**src/rtl/lsu_bus_if.sv**
```systemverilog
// Load/store unit bridging the single-cycle core to a wait-stated data bus.
// Optional misaligned-access trap is enabled by defining LSU_MISALIGN_TRAP_EN.
module lsu_bus_if #(
    parameter int TIMEOUT_CYCLES = 16,
    parameter int BUS_AW         = 32
) (
    input  logic              clk,
    input  logic              rst_n,
    input  logic              mem_read,
    input  logic              mem_write,
    input  logic [2:0]        funct3,
    input  logic [31:0]       addr,
    input  logic [31:0]       wdata,
    output logic [31:0]       rdata,
    output logic              stall,
    output logic              access_err,
    output logic              bus_req,
    output logic              bus_we,
    output logic [BUS_AW-1:0] bus_addr,
    output logic [3:0]        bus_be,
    output logic [31:0]       bus_wdata,
    input  logic              bus_ready,
    input  logic [31:0]       bus_rdata
);

    localparam int CW = (TIMEOUT_CYCLES > 1) ? $clog2(TIMEOUT_CYCLES) : 1;

    typedef enum logic [1:0] {IDLE, REQ, DONE} state_t;

    state_t            state_q, state_d;
    logic [CW-1:0]     cnt_q, cnt_d;
    logic [31:0]       rdata_q, rdata_d;
    logic              err_q, err_d;
    logic              req_q, req_d;
    logic              we_q, we_d;
    logic [BUS_AW-1:0] baddr_q, baddr_d;
    logic [3:0]        be_q, be_d;
    logic [31:0]       bwd_q, bwd_d;
    logic [2:0]        size_q, size_d;
    logic [1:0]        off_q, off_d;

    logic              access;
    logic              legal;
    logic              reject;
    logic [BUS_AW-1:0] addr_trunc;
    logic [3:0]        be_calc;
    logic [31:0]       wd_calc;
    logic [7:0]        ld_b;
    logic [15:0]       ld_h;
    logic [31:0]       ld_val;

    assign access     = mem_read | mem_write;
    assign legal      = (funct3 == 3'b000) || (funct3 == 3'b001) || (funct3 == 3'b010) ||
                        (funct3 == 3'b100) || (funct3 == 3'b101);
    assign addr_trunc = BUS_AW'(addr);

`ifdef LSU_MISALIGN_TRAP_EN
    logic misalign;
    assign misalign = ((funct3[1:0] == 2'b01) && addr[0]) ||
                      ((funct3[1:0] == 2'b10) && (addr[1:0] != 2'b00));
    assign reject   = !legal || misalign;
`else
    assign reject   = !legal;
`endif

    always_comb begin
        be_calc = 4'b1111;
        wd_calc = wdata;
        case (funct3[1:0])
            2'b00: begin
                be_calc = 4'b0001 << addr[1:0];
                wd_calc = {4{wdata[7:0]}};
            end
            2'b01: begin
                be_calc = addr[1] ? 4'b1100 : 4'b0011;
                wd_calc = {2{wdata[15:0]}};
            end
            default: ;
        endcase
    end

    // Lane selection uses the offset captured at REQ entry, not the live address.
    assign ld_b = bus_rdata[{off_q, 3'b000} +: 8];
    assign ld_h = off_q[1] ? bus_rdata[31:16] : bus_rdata[15:0];

    always_comb begin
        case (size_q)
            3'b000:  ld_val = {{24{ld_b[7]}}, ld_b};
            3'b100:  ld_val = {24'h0, ld_b};
            3'b001:  ld_val = {{16{ld_h[15]}}, ld_h};
            3'b101:  ld_val = {16'h0, ld_h};
            default: ld_val = bus_rdata;
        endcase
    end

    always_comb begin
        state_d = state_q;
        cnt_d   = cnt_q;
        rdata_d = rdata_q;
        err_d   = 1'b0;
        req_d   = req_q;
        we_d    = we_q;
        baddr_d = baddr_q;
        be_d    = be_q;
        bwd_d   = bwd_q;
        size_d  = size_q;
        off_d   = off_q;
        case (state_q)
            IDLE: begin
                if (access) begin
                    if (reject) begin
                        state_d = DONE;
                        err_d   = 1'b1;
                    end else begin
                        state_d = REQ;
                        cnt_d   = '0;
                        req_d   = 1'b1;
                        we_d    = mem_write;
                        baddr_d = addr_trunc & ~BUS_AW'(3);
                        be_d    = be_calc;
                        bwd_d   = wd_calc;
                        size_d  = funct3;
                        off_d   = addr[1:0];
                    end
                end
            end
            REQ: begin
                if (bus_ready) begin
                    state_d = DONE;
                    req_d   = 1'b0;
                    if (!we_q) rdata_d = ld_val;
                end else if (cnt_q == CW'(TIMEOUT_CYCLES - 1)) begin
                    state_d = DONE;
                    req_d   = 1'b0;
                    err_d   = 1'b1;
                    rdata_d = '0;
                end else begin
                    cnt_d = cnt_q + CW'(1);
                end
            end
            DONE:    state_d = IDLE;
            default: state_d = IDLE;
        endcase
    end

    always_ff @(posedge clk or negedge rst_n) begin
        if (!rst_n) begin
            state_q <= IDLE;
            cnt_q   <= '0;
            rdata_q <= '0;
            err_q   <= 1'b0;
            req_q   <= 1'b0;
            we_q    <= 1'b0;
            baddr_q <= '0;
            be_q    <= '0;
            bwd_q   <= '0;
            size_q  <= '0;
            off_q   <= '0;
        end else begin
            state_q <= state_d;
            cnt_q   <= cnt_d;
            rdata_q <= rdata_d;
            err_q   <= err_d;
            req_q   <= req_d;
            we_q    <= we_d;
            baddr_q <= baddr_d;
            be_q    <= be_d;
            bwd_q   <= bwd_d;
            size_q  <= size_d;
            off_q   <= off_d;
        end
    end

    // Gated by rst_n so the core is released as soon as reset asserts.
    assign stall      = rst_n && access && (state_q != DONE);
    assign rdata      = rdata_q;
    assign access_err = err_q;
    assign bus_req    = req_q;
    assign bus_we     = we_q;
    assign bus_addr   = baddr_q;
    assign bus_be     = be_q;
    assign bus_wdata  = bwd_q;

endmodule

```
**config.mk**
```make
export PLATFORM = sky130hd
export DESIGN_NAME = lsu_bus_if
export DESIGN_NICKNAME = d
export VERILOG_FILES = /design/src/rtl/lsu_bus_if.sv
export SDC_FILE = /design/constraint.sdc
export NUM_CORES = 1
export LEC_CHECK = 0
export CAP_MARGIN = 25
export CORE_ASPECT_RATIO = 1.1
export CORE_MARGIN = 2
export CORE_UTILIZATION = 47
export CTS_CLUSTER_SIZE = 10
export DETAILED_ROUTE_END_ITERATION = 8
export PLACE_DENSITY = 0.95
export SLEW_MARGIN = 20
export SYNTH_ARGS = -nofsm -noshare
export SYNTH_HDL_FRONTEND = slang
export SYNTH_SLANG_ARGS = --single-unit
```
**constraint.sdc**
```tcl
create_clock -name clk -period 2.65 [get_ports clk]
set_input_delay 0.53 -clock clk [delete_from_list [all_inputs] [get_ports clk]]
set_output_delay 0.53 -clock clk [all_outputs]
set_load 0.01 [all_outputs]
```
==> key figures <==
Status
  • Status: finished, final reports clean

Timing
  • Tcrit/Tclk final: 86.5%
  • Final setup viols: 0
  • Unrepaired setup endpoints after global routing: false
  • Min Tclk post-route: 2.29 ns
  • Slew headroom: 36.9%
  • Slew at the pin closest to its max-slew limit: 0.947 ns
  • Post-route setup TNS: 0 ns
  • Maximum clock frequency: 436 MHz
  • Clk_skew: 0.0122 ns
  • Final Max Tran Viols: 0
  • Hold Fails Final Rpt: 0

Power
  • Leak pwr: 3.46 nW
  • PD cells: 1110 nW/um^2
  • Peak VDD IR: 567 uV

Floorplan
  • Floorplan row count: 40
  • Ports: 208
  • Initial core utilization: 47.9%
  • Die Width: 104 microns
  • Core footprint: 10900 sq um
  • Die H: 114 microns
  • DIE AREA: 11900 sq um

Synthesis
  • Synth warnings: 0
  • Synth top area cells: dfrtp_1, nand2_1, mux2i_1, o21ai_0, a221o_1
  • Post-synthesis cell area: 5200 sq um
  • Post-synthesis register bit count: 112
  • Post-Syn Area per Cell: 9.62 sq um
  • Seq/Total Area, Yosys: 53.9%
  • Top-area cell type share of the netlist area: 53.9%
  • Synth Instances: 541
  • Top_reg_cell synth: dfrtp_1
  • Area leader, netlist: dfrtp_1
  • Count leader, synth: nand2_1
  • List of most frequent post-synthesis cells: nand2_1, dfrtp_1, o21ai_0, mux2i_1, clkbuf_1
  • Post-synth EDFFs: 0
  • FFs w/ async S/R, synth: 100%
  • Library cells used by synthesis: 42

Critical path
  • CP max FO: 3
  • CP Class: in -> out
  • Crit path DAT: 1.76 ns
  • Worst setup EP type: output pin
  • Cells along the critical path: clkdlybuf4s50_1 -> nor2_1 -> nor2_1 -> clkdlybuf4s50_1
  • Slowest-stage cell, CP: clkdlybuf4s50_1
  • Buf/Inv on CP: 2
  • Worst Setup Start Kind: input port
  • CP max stage delay: 0.56 ns
  • Top Family by Delay on Critical Path: buffers and inverters
  • Crit path required time: 2.12 ns

Clock network
  • CTS clk-pin slew, worst paths: 0.08 ns
  • TritonCTS clock tree: built
  • CTS-repair resized insts: 0
  • Root buffer cell: clkbuf_16
  • Cts bufs inserted: 9
  • Clk_lat worst skew: 0.35 ns
  • CTS sink count: 112
  • Clk buf depth: 2
  • # Post-CTS Setup Buffers: 0
  • Hold Buf Count CTS: 0
  • H-tree depth: 3

Route
  • Final wirelength: 15800 microns
  • # DRC: 0
  • Total iterations of the first detailed-routing run: 6
  • Via density: 5.45
  • Number of DRC markers in iteration 0: 219
  • Post-route ant nets: 0
  • WL/cell: 17.9 microns
  • Routed vias: 4826

Global route
  • M1 GR Usage: 30.3%
  • Number of antenna violations at the first check in global routing: 0
  • GRT busiest layer: met2
  • Global-route wire length before repair: 25200 microns
  • Met2 GRT Util: 47.9%
  • Vias in the first global route: 5105
  • Largest net degree at the start of global routing: 65
  • Met3 GRT Util: 6.94%
  • GR Util All Layers: 26.6%
  • Global route overflow: 0

Finish
  • # nets final: 838
  • Fraction of layout cells with a size suffix above 1: 5.96%
  • Synth-to-layout area growth: 47.7%
  • Final instance area: 7690 sq um
  • Fillers: 812
  • Ant diodes: 0

Placed design
  • Placer's final routability congestion estimate: 0.890
  • Port bufs: 205
  • Cell Area, Placed: 7360 sq um
  • Final HPWL DP: 11800 microns

Min path
  • Worst min path class: in -> async

Flow run
  • Max-cap viol count: 0
==> metrics by stage <==
step | hold slack, ns | total power, mW | utilization (%) | setup slack, ns | std cells
after floorplan | 0.234 | 4.91 | - | 0.719 | 542
after global placement | 0.457 | 6.88 | 67.8 | 0.212 | 869
after detailed placement | 0.464 | 7.09 | 67.8 | 0.153 | 869
after CTS | 0.310 | 8.58 | 70.8 | 0.351 | 885
after global routing | 0.338 | 9.03 | 70.8 | 0.302 | 885
final | 0.288 | 8.52 | 70.8 | 0.359 | 885
==> cells by family after synthesis <==
kind of cell | share of synthesized area, %
and+or+nand+nor | 19.1
buffers and inverters | 4.50
muxes | 8.13
AOI/OAI and AO/OA | 14.1
other | 0.0721
adders and majority gates | 0.240
DFF | 53.9
==> where the power goes <==
group	switching, mW	leakage (nW)	internal, mW
sequential	0.634	1.39	2.51
combinational	1.80	1.92	2.12
clock	0.601	0.152	0.853
==> flip-flops by register name (all words and copies together) (netlist names) <==
register    cells
state_q         2
access_err      1
bus_wdata      32
bus_req         1
cnt_q           4
bus_we          1
bus_addr       30
rdata          32
bus_be          4
off_q           2
size_q          3
==> cell usage in the layout, fill, tap and decap left out, types with 2 or more instances in the layout <==
cell type        netlist  layout
nand3_1                2       2
a32o_1                 7       7
a22o_1                 2       2
conb_1                 1       2
o211ai_1               2       2
nor4_4                 1       2
nand2_1              162     162
or4_1                  3       2
nor4_1                 2       2
buf_4                  2      15
bufinv_16              0       2
a22oi_1                2       2
a21oi_1               19      19
nand2b_1              17      17
mux2_2                 8       8
nor2_1                21      21
a221o_1               17      17
clkdlybuf4s50_1        0     204
mux2i_1               31      31
nor3_1                 4       4
dfrtp_1              112     112
nor2b_1                9       9
clkinvlp_4             0       2
a31oi_1                4       4
inv_1                  5       5
and3_1                 2       2
o21ai_0               53      53
clkbuf_16              0       9
==> layout make-up <==
cell class | count | area (sq um) | area share [%]
clock inverters | 5 | 80.1 | 1.04
clock buffers | 11 | 243 | 3.16
inverters | 5 | 18.8 | 0.244
repair buffers | 220 | 2170 | 28.3
well taps | 147 | 184 | 2.39
multi-input cells | 385 | 2180 | 28.4
flip-flops and latches | 112 | 2800 | 36.5
==> per-layer routing <==
metal,vias up,part of all wire [%]
li1,2230,-
met1,2295,38
met2,256,51
met3,45,8.1
met4,0,2.9
met5,-,0
==> final timing paths <==
kind | start | endpoint | slack (ns) | cells after the start
max in group asynchronous | rst_n | bus_wdata[25] | 1.12 | 3
hold reg to reg | rdata[14] | rdata[14] | 0.49 | 1
hold / removal | rst_n | bus_addr[25] | 0.29 | 2
setup / recovery | mem_write | stall | 0.36 | 4
setup reg to reg | off_q[1] | rdata[13] | 0.56 | 4
min in group clk | rdata[14] | rdata[14] | 0.49 | 1
No activity file was read; power rests on OpenSTA's default activity.
